--- src/rtl/lfsr_prbs_stream_if.sv ---
// ---------------------------------------------------------------------------
// lfsr_prbs_stream_if
//
// Purpose: bundles the control inputs and the output stream of
// lfsr_prbs_stream so the generator and its user share a single port.
//
// Handshake: a chunk moves from the generator to the consumer on a rising
// clock edge where out_valid and out_ready are both high. While out_valid is
// high and out_ready is low, out_data stays stable until it is accepted.
// out_valid never depends combinationally on out_ready.
//
// Signals (master = the block's user, slave = the generator):
//   load       user -> gen   synchronous seed-load strobe
//   seed       user -> gen   value loaded on load
//   taps       user -> gen   tap mask, used by every step
//   mode       user -> gen   0 = Fibonacci, 1 = Galois
//   en         user -> gen   run enable
//   out_ready  user -> gen   consumer accepts the current chunk
//   out_valid  gen  -> user  chunk available
//   out_data   gen  -> user  chunk, bit 0 = earliest bit
//   lfsr_state gen  -> user  current state register
//   lockup     gen  -> user  all-zero state detected
//   chunk_cnt  gen  -> user  chunks accepted since reset/load
//   fsm_state  gen  -> user  debug view of the control FSM
// ---------------------------------------------------------------------------
interface lfsr_prbs_stream_if #(
    parameter int WIDTH = 16,
    parameter int STEP  = 1,
    parameter int CNT_W = 32
);
    logic             load;
    logic [WIDTH-1:0] seed;
    logic [WIDTH-1:0] taps;
    logic             mode;
    logic             en;
    logic             out_ready;
    logic             out_valid;
    logic [STEP-1:0]  out_data;
    logic [WIDTH-1:0] lfsr_state;
    logic             lockup;
    logic [CNT_W-1:0] chunk_cnt;
    logic [1:0]       fsm_state;

    modport master (
        output load, seed, taps, mode, en, out_ready,
        input  out_valid, out_data, lfsr_state, lockup, chunk_cnt, fsm_state
    );

    modport slave (
        input  load, seed, taps, mode, en, out_ready,
        output out_valid, out_data, lfsr_state, lockup, chunk_cnt, fsm_state
    );
endinterface

--- src/rtl/lfsr_prbs_stream.sv ---
// ---------------------------------------------------------------------------
// lfsr_prbs_stream
//
// Purpose: PRBS generator producing STEP bits per clock from a WIDTH-bit LFSR
// in either Fibonacci or Galois form (selected at run time), delivered as a
// registered valid/ready stream. Seeds are loaded by strobe and an all-zero
// state is flagged as lock-up.
//
// Ports:
//   clk  rising-edge clock
//   rst  asynchronous active-high reset
//   bus  lfsr_prbs_stream_if.slave (controls, output stream, status, FSM debug)
//
// Parameters: WIDTH (>=3), STEP (1..WIDTH), SEED_DEFAULT (nonzero reset
// state), CNT_W (accepted-chunk counter width).
//
// Optional build macro: LFSR_AUTO_RESEED_EN. When defined, a zero state is
// replaced by SEED_DEFAULT on the following cycle with a one-cycle lockup
// pulse instead of parking in LOCKED.
// ---------------------------------------------------------------------------
module lfsr_prbs_stream #(
    parameter int               WIDTH        = 16,
    parameter int               STEP         = 1,
    parameter logic [WIDTH-1:0] SEED_DEFAULT = WIDTH'(1),
    parameter int               CNT_W        = 32
) (
    input logic               clk,
    input logic               rst,
    lfsr_prbs_stream_if.slave bus
);

    typedef enum logic [1:0] {
        ST_IDLE   = 2'd0,
        ST_RUN    = 2'd1,
        ST_LOCKED = 2'd2
    } fsm_t;

    fsm_t             fsm_q, fsm_d;
    logic [WIDTH-1:0] state_q, state_d;
    logic             out_valid_q, out_valid_d;
    logic [STEP-1:0]  out_data_q, out_data_d;
    logic             lockup_q, lockup_d;
    logic [CNT_W-1:0] chunk_cnt_q, chunk_cnt_d;

    logic [WIDTH-1:0] walk;       // state threaded through the STEP chained steps
    logic [WIDTH-1:0] state_adv;  // state after a full chunk
    logic [STEP-1:0]  chunk;
    logic             adv;
    logic             accept;
    logic             zero_state;

    // One LFSR step; the emitted bit is s[0] in both forms.
    function automatic logic [WIDTH-1:0] lfsr_step(
        input logic [WIDTH-1:0] s,
        input logic [WIDTH-1:0] t,
        input logic             galois
    );
        if (galois) begin
            return {1'b0, s[WIDTH-1:1]} ^ (s[0] ? t : '0);
        end
        return {^(t & s), s[WIDTH-1:1]};
    endfunction

    // Unrolled chain of STEP steps straight from the state register.
    always_comb begin
        walk  = state_q;
        chunk = '0;
        for (int i = 0; i < STEP; i++) begin
            chunk[i] = walk[0];
            walk     = lfsr_step(walk, bus.taps, bus.mode);
        end
        state_adv = walk;
    end

    always_comb begin
        fsm_d       = fsm_q;
        state_d     = state_q;
        out_valid_d = out_valid_q;
        out_data_d  = out_data_q;
        lockup_d    = lockup_q;
        chunk_cnt_d = chunk_cnt_q;

        zero_state = (state_q == '0);
        accept     = out_valid_q && bus.out_ready;
        // A zero state is diverted to lock-up handling rather than stepped.
        adv        = (fsm_q == ST_RUN) && bus.en && (!out_valid_q || bus.out_ready)
                     && !zero_state;

        if (bus.load) begin
            // Load wins over everything: any pending chunk is discarded.
            chunk_cnt_d = '0;
            out_valid_d = 1'b0;
            if (bus.seed == '0) begin
`ifdef LFSR_AUTO_RESEED_EN
                state_d  = SEED_DEFAULT;
                lockup_d = 1'b1;
                fsm_d    = bus.en ? ST_RUN : ST_IDLE;
`else
                state_d  = '0;
                lockup_d = 1'b1;
                fsm_d    = ST_LOCKED;
`endif
            end else begin
                state_d  = bus.seed;
                lockup_d = 1'b0;
                fsm_d    = bus.en ? ST_RUN : ST_IDLE;
            end
        end else begin
`ifdef LFSR_AUTO_RESEED_EN
            // lockup is a single-cycle pulse in this build.
            lockup_d = 1'b0;
`endif
            if (accept) begin
                chunk_cnt_d = chunk_cnt_q + CNT_W'(1);
            end

            if (adv) begin
                out_data_d  = chunk;
                out_valid_d = 1'b1;
                state_d     = state_adv;
            end else if (accept) begin
                out_valid_d = 1'b0;
            end

            // Zero can arrive via non-primitive taps; checked in IDLE too so a
            // stream that stops right after reaching zero is still flagged.
            if ((fsm_q != ST_LOCKED) && zero_state) begin
                out_valid_d = 1'b0;
`ifdef LFSR_AUTO_RESEED_EN
                state_d  = SEED_DEFAULT;
                lockup_d = 1'b1;
                fsm_d    = bus.en ? ST_RUN : ST_IDLE;
`else
                lockup_d = 1'b1;
                fsm_d    = ST_LOCKED;
`endif
            end else begin
                case (fsm_q)
                    ST_IDLE: begin
                        if (bus.en) begin
                            fsm_d = ST_RUN;
                        end
                    end
                    ST_RUN: begin
                        if (!bus.en && (!out_valid_q || bus.out_ready)) begin
                            fsm_d = ST_IDLE;
                        end
                    end
                    ST_LOCKED: begin
                        out_valid_d = 1'b0;
                        lockup_d    = 1'b1;
                    end
                    default: begin
                        fsm_d = ST_IDLE;
                    end
                endcase
            end
        end
    end

    always_ff @(posedge clk or posedge rst) begin
        if (rst) begin
            fsm_q       <= ST_IDLE;
            state_q     <= SEED_DEFAULT;
            out_valid_q <= 1'b0;
            out_data_q  <= '0;
            lockup_q    <= 1'b0;
            chunk_cnt_q <= '0;
        end else begin
            fsm_q       <= fsm_d;
            state_q     <= state_d;
            out_valid_q <= out_valid_d;
            out_data_q  <= out_data_d;
            lockup_q    <= lockup_d;
            chunk_cnt_q <= chunk_cnt_d;
        end
    end

    assign bus.out_valid  = out_valid_q;
    assign bus.out_data   = out_data_q;
    assign bus.lfsr_state = state_q;
    assign bus.lockup     = lockup_q;
    assign bus.chunk_cnt  = chunk_cnt_q;
    assign bus.fsm_state  = fsm_q;

endmodule

--- src/flat_wrapper.sv ---
// flat-port wrapper written by rule: the top's interface ports become plain ports
module lfsr_prbs_stream_flat 
#(
    parameter int               WIDTH        = 16,
    parameter int               STEP         = 1,
    parameter logic [WIDTH-1:0] SEED_DEFAULT = WIDTH'(1),
    parameter int               CNT_W        = 32
)
  (clk, rst, bus_load, bus_seed, bus_taps, bus_mode, bus_en, bus_out_ready, bus_out_valid, bus_out_data, bus_lfsr_state, bus_lockup, bus_chunk_cnt, bus_fsm_state);
  lfsr_prbs_stream_if #(.WIDTH(WIDTH), .STEP(STEP), .CNT_W(CNT_W)) bus_i ();
  input logic clk;
  input logic rst;
  input wire logic [$bits(bus_i.load)-1:0] bus_load;
  input wire logic [$bits(bus_i.seed)-1:0] bus_seed;
  input wire logic [$bits(bus_i.taps)-1:0] bus_taps;
  input wire logic [$bits(bus_i.mode)-1:0] bus_mode;
  input wire logic [$bits(bus_i.en)-1:0] bus_en;
  input wire logic [$bits(bus_i.out_ready)-1:0] bus_out_ready;
  output wire logic [$bits(bus_i.out_valid)-1:0] bus_out_valid;
  output wire logic [$bits(bus_i.out_data)-1:0] bus_out_data;
  output wire logic [$bits(bus_i.lfsr_state)-1:0] bus_lfsr_state;
  output wire logic [$bits(bus_i.lockup)-1:0] bus_lockup;
  output wire logic [$bits(bus_i.chunk_cnt)-1:0] bus_chunk_cnt;
  output wire logic [$bits(bus_i.fsm_state)-1:0] bus_fsm_state;
  assign bus_i.load = bus_load;
  assign bus_i.seed = bus_seed;
  assign bus_i.taps = bus_taps;
  assign bus_i.mode = bus_mode;
  assign bus_i.en = bus_en;
  assign bus_i.out_ready = bus_out_ready;
  assign bus_out_valid = bus_i.out_valid;
  assign bus_out_data = bus_i.out_data;
  assign bus_lfsr_state = bus_i.lfsr_state;
  assign bus_lockup = bus_i.lockup;
  assign bus_chunk_cnt = bus_i.chunk_cnt;
  assign bus_fsm_state = bus_i.fsm_state;
  lfsr_prbs_stream #(.WIDTH(WIDTH), .STEP(STEP), .SEED_DEFAULT(SEED_DEFAULT), .CNT_W(CNT_W)) u_core (.clk(clk), .rst(rst), .bus(bus_i));
endmodule
--- config.mk ---
export PLATFORM = sky130hd
export DESIGN_NAME = lfsr_prbs_stream_flat
export DESIGN_NICKNAME = d
export VERILOG_FILES = /design/src/rtl/lfsr_prbs_stream_if.sv /design/src/rtl/lfsr_prbs_stream.sv /design/src/flat_wrapper.sv
export SDC_FILE = /design/constraint.sdc
export NUM_CORES = 1
export LEC_CHECK = 0
export ABC_AREA = 1
export CAP_MARGIN = 5
export CORE_MARGIN = 2
export CORE_UTILIZATION = 25
export DETAILED_ROUTE_END_ITERATION = 7
export HOLD_SLACK_MARGIN = 0.03
export SLEW_MARGIN = 0
export SYNTH_ARGS = -nofsm -noshare
export SYNTH_HDL_FRONTEND = slang
export SYNTH_SLANG_ARGS = --single-unit
--- constraint.sdc ---
create_clock -name clk -period 2.4 [get_ports clk]
set_input_delay 0.48 -clock clk [delete_from_list [all_inputs] [get_ports clk]]
set_output_delay 0.48 -clock clk [all_outputs]
set_load 0.02 [all_outputs]
Word level (Yosys, flattened, before mapping)
Cells that the tools add are included.
Word-level totals
  bits in registers: 53
  memories: 0
  memory bits (read-only): 0
  input port bits: 38
  memory bits (writable): 0
  bits in latches: 0
Operators by class
  muxes and demuxes: 25
  bitwise gates (word level): 3
  $lt $le $gt $ge: 0
  add/subtract/negate cells: 1
  reductions and logical operators: 20
  multiply operators: 0
  divide/modulo/power cells: 0
  equal/unequal tests: 6
  shift operators: 0
Operators with widths (number)
  $mux W16: 6
  $mux W32: 2
  $add A32 B1 Y32 const B: 1
  $logic_not A16 Y1: 2
  $and A16 B16 Y16: 1
  $reduce_xor A16 Y1: 1
  $xor A15 B16 Y16: 1
  $mux W1: 11
  $mux W2: 5
  $logic_and A1 B1 Y1: 6
  $pmux W2 S3: 1
  $reduce_bool A5 Y1: 1
  $ne A4 B3 Y1 const B: 1
  $ne A4 B4 Y1 const B: 1
  $reduce_bool A2 Y1: 2
  $logic_not A1 Y1: 3
  $ne A3 B2 Y1 const B: 1
  $reduce_and A3 Y1: 1
  $reduce_bool A3 Y1: 1
  $eq A2 B1 Y1 const B: 1
  $eq A2 B2 Y1 const B: 1
  $logic_not A2 Y1: 1
  $ne A2 B2 Y1 const B: 1
  $reduce_and A2 Y1: 1
  2 further kinds: 2

Longest topological paths before layout
  depth after elaboration: 8
  depth in mapped cells: 13
  gate-level depth less buffers: 13

Worst setup path before layout
No wires, ideal clock.
  path type: flip-flop to flip-flop
  start point: register u_core.chunk_cnt_q[1] (netlist: u_core.bus.chunk_cnt[1])
  end point: register u_core.chunk_cnt_q[18] (netlist: u_core.bus.chunk_cnt[18])
  period minus slack after synthesis: 1716 ps
  arrival: 1597 ps
  cell stages (with the launch flop): 10
  required time: 2281 ps
  path slack: 684 ps
  cells stage by stage: dfrtp_1 ha_1 nand4_1 nor2_2 nand3_1 nor2_2 nand2_2 nor2_1 a21oi_1 o21a_1
On the way
  cells in the longest elaborated chain, start to end: 3
Ends and longest elaborated chain
  start, declared: RTL line lfsr_prbs_stream.sv:43  | logic [CNT_W-1:0] chunk_cnt_q, chunk_cnt_d;
  start signal, assigned: RTL line lfsr_prbs_stream.sv:175  | chunk_cnt_q <= chunk_cnt_d;
  $add A32 B1 Y32: RTL line lfsr_prbs_stream.sv:114  | chunk_cnt_d = chunk_cnt_q + CNT_W'(1);
  $mux W32: RTL line lfsr_prbs_stream.sv:113  | if (accept) begin
  $mux W32: RTL line lfsr_prbs_stream.sv:89  | if (bus.load) begin
No other way between the ends. The select of a mux whose other input is x is not followed.
A chain may end at the register's enable or synchronous reset.

Worst setup path in the final report
  start point: register u_core.state_q[9] (netlist: u_core.bus.lfsr_state[9])
  end point: register u_core.state_q[15] (netlist: u_core.bus.lfsr_state[15])
On the way
  cells in the longest elaborated chain, start to end: 5
  elaborated cells on any way between the ends: 9
  classes of those cells: 3 x mux; 1 x bitwise; 5 x reduce/logical
Ends and longest elaborated chain
  start, declared: RTL line lfsr_prbs_stream.sv:39  | logic [WIDTH-1:0] state_q, state_d;
  start signal, assigned: RTL line lfsr_prbs_stream.sv:171  | state_q <= state_d;
  $and A16 B16 Y16: RTL line lfsr_prbs_stream.sv:61  | return {^(t & s), s[WIDTH-1:1]};
  $reduce_xor A16 Y1: RTL line lfsr_prbs_stream.sv:61
  $mux W16: RTL line lfsr_prbs_stream.sv:61
  $mux W16: RTL line lfsr_prbs_stream.sv:117  | if (adv) begin
  $mux W16: RTL line lfsr_prbs_stream.sv:89
Several ways; a longest one is shown, not always the timed one. The select of a mux whose other input is x is not followed.

==> impl_metrics.env <==
export IMPL_nets=694
export IMPL_power_leakage_nw=2.28
export IMPL_route_detailed_drc=0
export IMPL_initial_core_util_pct=25.7
export IMPL_grt_pass1_wl_um=17200
export IMPL_tritoncts="yes"
export IMPL_peakVddDrop_uv=256
export IMPL_n_antenna_cell=0
export IMPL_cts_path_max_buffers=2
export IMPL_io_buffers=90
export IMPL_fp_dieW_um=124
export IMPL_first_global_vias=3399
export IMPL_hold_class="input pin to asynchronous set/reset pin"
export IMPL_critPathMaxFanout=13
export IMPL_clkPwrFrac_pct=30.8
export IMPL_die_h_um=124
export IMPL_synth_seq_cells=53
export IMPL_drtIter0Drc=276
export IMPL_syn_area_um2=3590
export IMPL_syn2layout_area_growth_pct=36.4
export IMPL_finalCriticalPeriod_ps=2000
export IMPL_maxSlewHeadroom_pct=70.4
export IMPL_cts_sinks=53
export IMPL_worst_setup_path_type="flip-flop to flip-flop"
export IMPL_row_count=43
export IMPL_switching_share_pct=32.7
export IMPL_slowest_delay_ps=430
export IMPL_dpl_cell_area_um2=4760
export IMPL_fillers=1523
export IMPL_cp_slowest_cell="dfrtp_1"
export IMPL_final_antenna_net_count=0
export IMPL_fin_area_um2=4900
export IMPL_drt_first_pass_iters=4
export IMPL_wirelength_um=10900
export IMPL_clk_pin_slew_ps=70
export IMPL_netlist_instances=557
export IMPL_clock_root_buffer="clkbuf_16"
export IMPL_tns_ps=0
export IMPL_rsz0062_at_grt="no"
export IMPL_cts_buffers=5
export IMPL_hold_violations=0
export IMPL_pre_cts_ws_ps=264
export IMPL_cts_setup_buffers=0
export IMPL_start_kind="flip-flop"
export IMPL_outcome="complete, no violations"
export IMPL_wire_per_inst_um=13.1
export IMPL_reg2reg_from="u_core.bus.lfsr_state[9]"
export IMPL_seqPwrFrac_pct=42.7
export IMPL_antenna_found_initial=0
export IMPL_globalplace_congestion=0.838
export IMPL_finish_utilization_pct=35.1
export IMPL_vias_per_cell=4.51
export IMPL_p_comb_share_pct=26.5
export IMPL_crit_path_cell_trace="nor2_1, nand2_1, nor3_1, nand3_1, nand2_1, nand2_1, buf_4, nor2_1, a21oi_1"
export IMPL_timing_final_ws_setup_ps=400
export IMPL_fin_skew_ps=7.27
export IMPL_grt_max_degree=41
export IMPL_crit_top_cell="nand2_1"
export IMPL_cp_data_required_time_ps=2580
export IMPL_r2r_worst_path_cells=9
export IMPL_synth_largest_area_cell="dfrtp_1"
export IMPL_cts_resized=0
export IMPL_cts_hold_buf=0
export IMPL_synth_area_leaders="dfrtp_1 (36%), nand2_1 (19%), inv_1 (7.7%)"
export IMPL_power_density_nw_per_um2=488
export IMPL_intPower_mw=1.61
export IMPL_fmax_mhz=500
export IMPL_core_area_um2=14000
export IMPL_arrival_ps=2180
export IMPL_post_route_period_util_pct=83.3
export IMPL_hpwlAfterDp_um=8720
export IMPL_track_usage_pct=14.3
export IMPL_r2r_end="u_core.bus.lfsr_state[15]"
export IMPL_overflow=0
export IMPL_htree_levels=2
export IMPL_ys_types=33
export IMPL_dieArea_um2=15400
export IMPL_syn_area_per_cell_um2=6.45
export IMPL_critPathCaptureType="flip-flop"
export IMPL_rrSetupSlack_ps=400
export IMPL_p_sw_mw=0.783
export IMPL_seq_area_frac_synth_pct=36.9
export IMPL_yosysTopAreaCellShare_pct=36.2
export IMPL_io_pins=91
export IMPL_drive_above_1_share_pct=5.95
export IMPL_cap_violations=0
export IMPL_worst_pin_slew_ps=439
export IMPL_setup_violations=0
export IMPL_ys_warn_count=0
export IMPL_synth_net_count=596
export IMPL_clk_latency_ps=300
export IMPL_slew_viol_final=0
export IMPL_dr_total_vias=3771
-- how the worst max path moves through the flow --
stage	to	slack (ps)	start
6_report	u_core.bus.lfsr_state[15]	400	u_core.bus.lfsr_state[9]
3_3_place_gp	u_core.bus.chunk_cnt[10]	220	bus_out_ready
3_5_place_dp	u_core.bus.chunk_cnt[10]	260	bus_out_ready
4_1_cts	bus_lfsr_state[0]	400	u_core.bus.lfsr_state[0]
5_1_grt	u_core.bus.lfsr_state[10]	190	u_core.bus.lfsr_state[10]
2_1_floorplan	u_core.bus.chunk_cnt[0]	640	rst
-- critical path, delay by kind of cell (launching register included) --
| kind | cells | cell delay, ps |
|---|---|---|
| AO/OA/AOI/OAI | 1 | 50 |
| buffers and inverters | 1 | 250 |
| flip-flops | 1 | 430 |
| AND/OR/NAND/NOR | 7 | 1150 |
-- logic make-up (layout without fill, tap and decap cells) --
logic type	count (synthesis)	after routing	synth area share, %
buffers and inverters	88	187	9.75
xor gates and xnor gates	6	6	1.46
DFF	53	53	36.9
adders and majority gates	1	1	0.348
AOI/OAI and AO/OA	97	97	14.9
and+or+nand+nor	312	312	36.6
-- synth_stat cells --
library cell  count
a211oi_2          1
a21oi_1          36
a21oi_2           1
a31oi_1          15
and3_1            1
buf_2             4
buf_6             2
clkbuf_1          6
dfrtp_1          52
dfstp_2           1
ha_1              1
inv_1            74
inv_2             2
nand2_1         185
nand2_2           3
nand3_1          18
nand3_2           1
nand3b_1          2
nand4_1          10
nor2_1           63
nor2_2            5
nor2_4            1
nor3_1           11
nor3_4            1
nor4_1           10
o211a_1           1
o211ai_1          1
o21a_1            4
o21ai_0          35
o21ai_1           2
o31ai_1           1
or2_2             1
xor2_1            6
-- power groups by stage --
stage	clock network (mW)	logic [mW]	registers, mW
after floorplan	0	0.302	1.09
after global placement	0	0.629	1.04
after detailed placement	0	0.637	1.04
after CTS	0.762	0.639	1.02
after global routing	0.796	0.705	1.03
final	0.737	0.634	1.02
-- layout by cell type, fill, tap and decap left out, types with 2 or more instances in the layout --
master / n
nor4_1: 10
inv_1: 73
clkbuf_16: 5
a21oi_1: 36
o21a_1: 4
xor2_1: 6
nand2_2: 3
o21ai_0: 35
nand2_1: 185
nor3_1: 11
nor2_2: 5
nand4_1: 10
nand3_1: 18
dfrtp_1: 52
clkdlybuf4s50_1: 89
nor2_1: 63
inv_2: 3
buf_4: 12
o21ai_1: 2
a31oi_1: 15
nand3b_1: 2
-- through the flow --
stage / std cells / hold slack, ps / total power [mW]
finish: 836 / 481 / 2.39
global route: 836 / 513 / 2.53
CTS: 836 / 489 / 2.42
detailed placement: 828 / 471 / 1.68
global placement: 828 / 491 / 1.67
floorplan: 557 / 554 / 1.39
-- sequential cells by signal, summed over array words and instances (netlist names) --
register               cells
u_core.bus.fsm_state       2
u_core.bus.out_data        1
u_core.bus.lfsr_state     16
u_core.bus.out_valid       1
u_core.bus.chunk_cnt      32
u_core.bus.lockup          1
-- layout make-up --
class                   count  area [um^2]  area share, %
clock buffers               6          129           2.63
multi-input cells         416         1920           39.1
flip-flops and latches     53         1330           27.1
repair buffers            103         1010           20.5
inverters                  76          285           5.82
clock inverters             2         13.8          0.281
well taps                 180          225           4.59
-- metal layers --
| layer | vias to the layer above | part of all wire, % | global-route usage (%) |
|---|---|---|---|
| met4 | 0 | 1.6 | 4.35 |
| met1 | 1698 | 48 | 20.3 |
| li1 | 1990 | - | - |
| met5 | - | 0 | 0 |
| met3 | 13 | 3.7 | 2.34 |
| met2 | 70 | 46 | 22.5 |
Power figures use the tool's default switching activity.
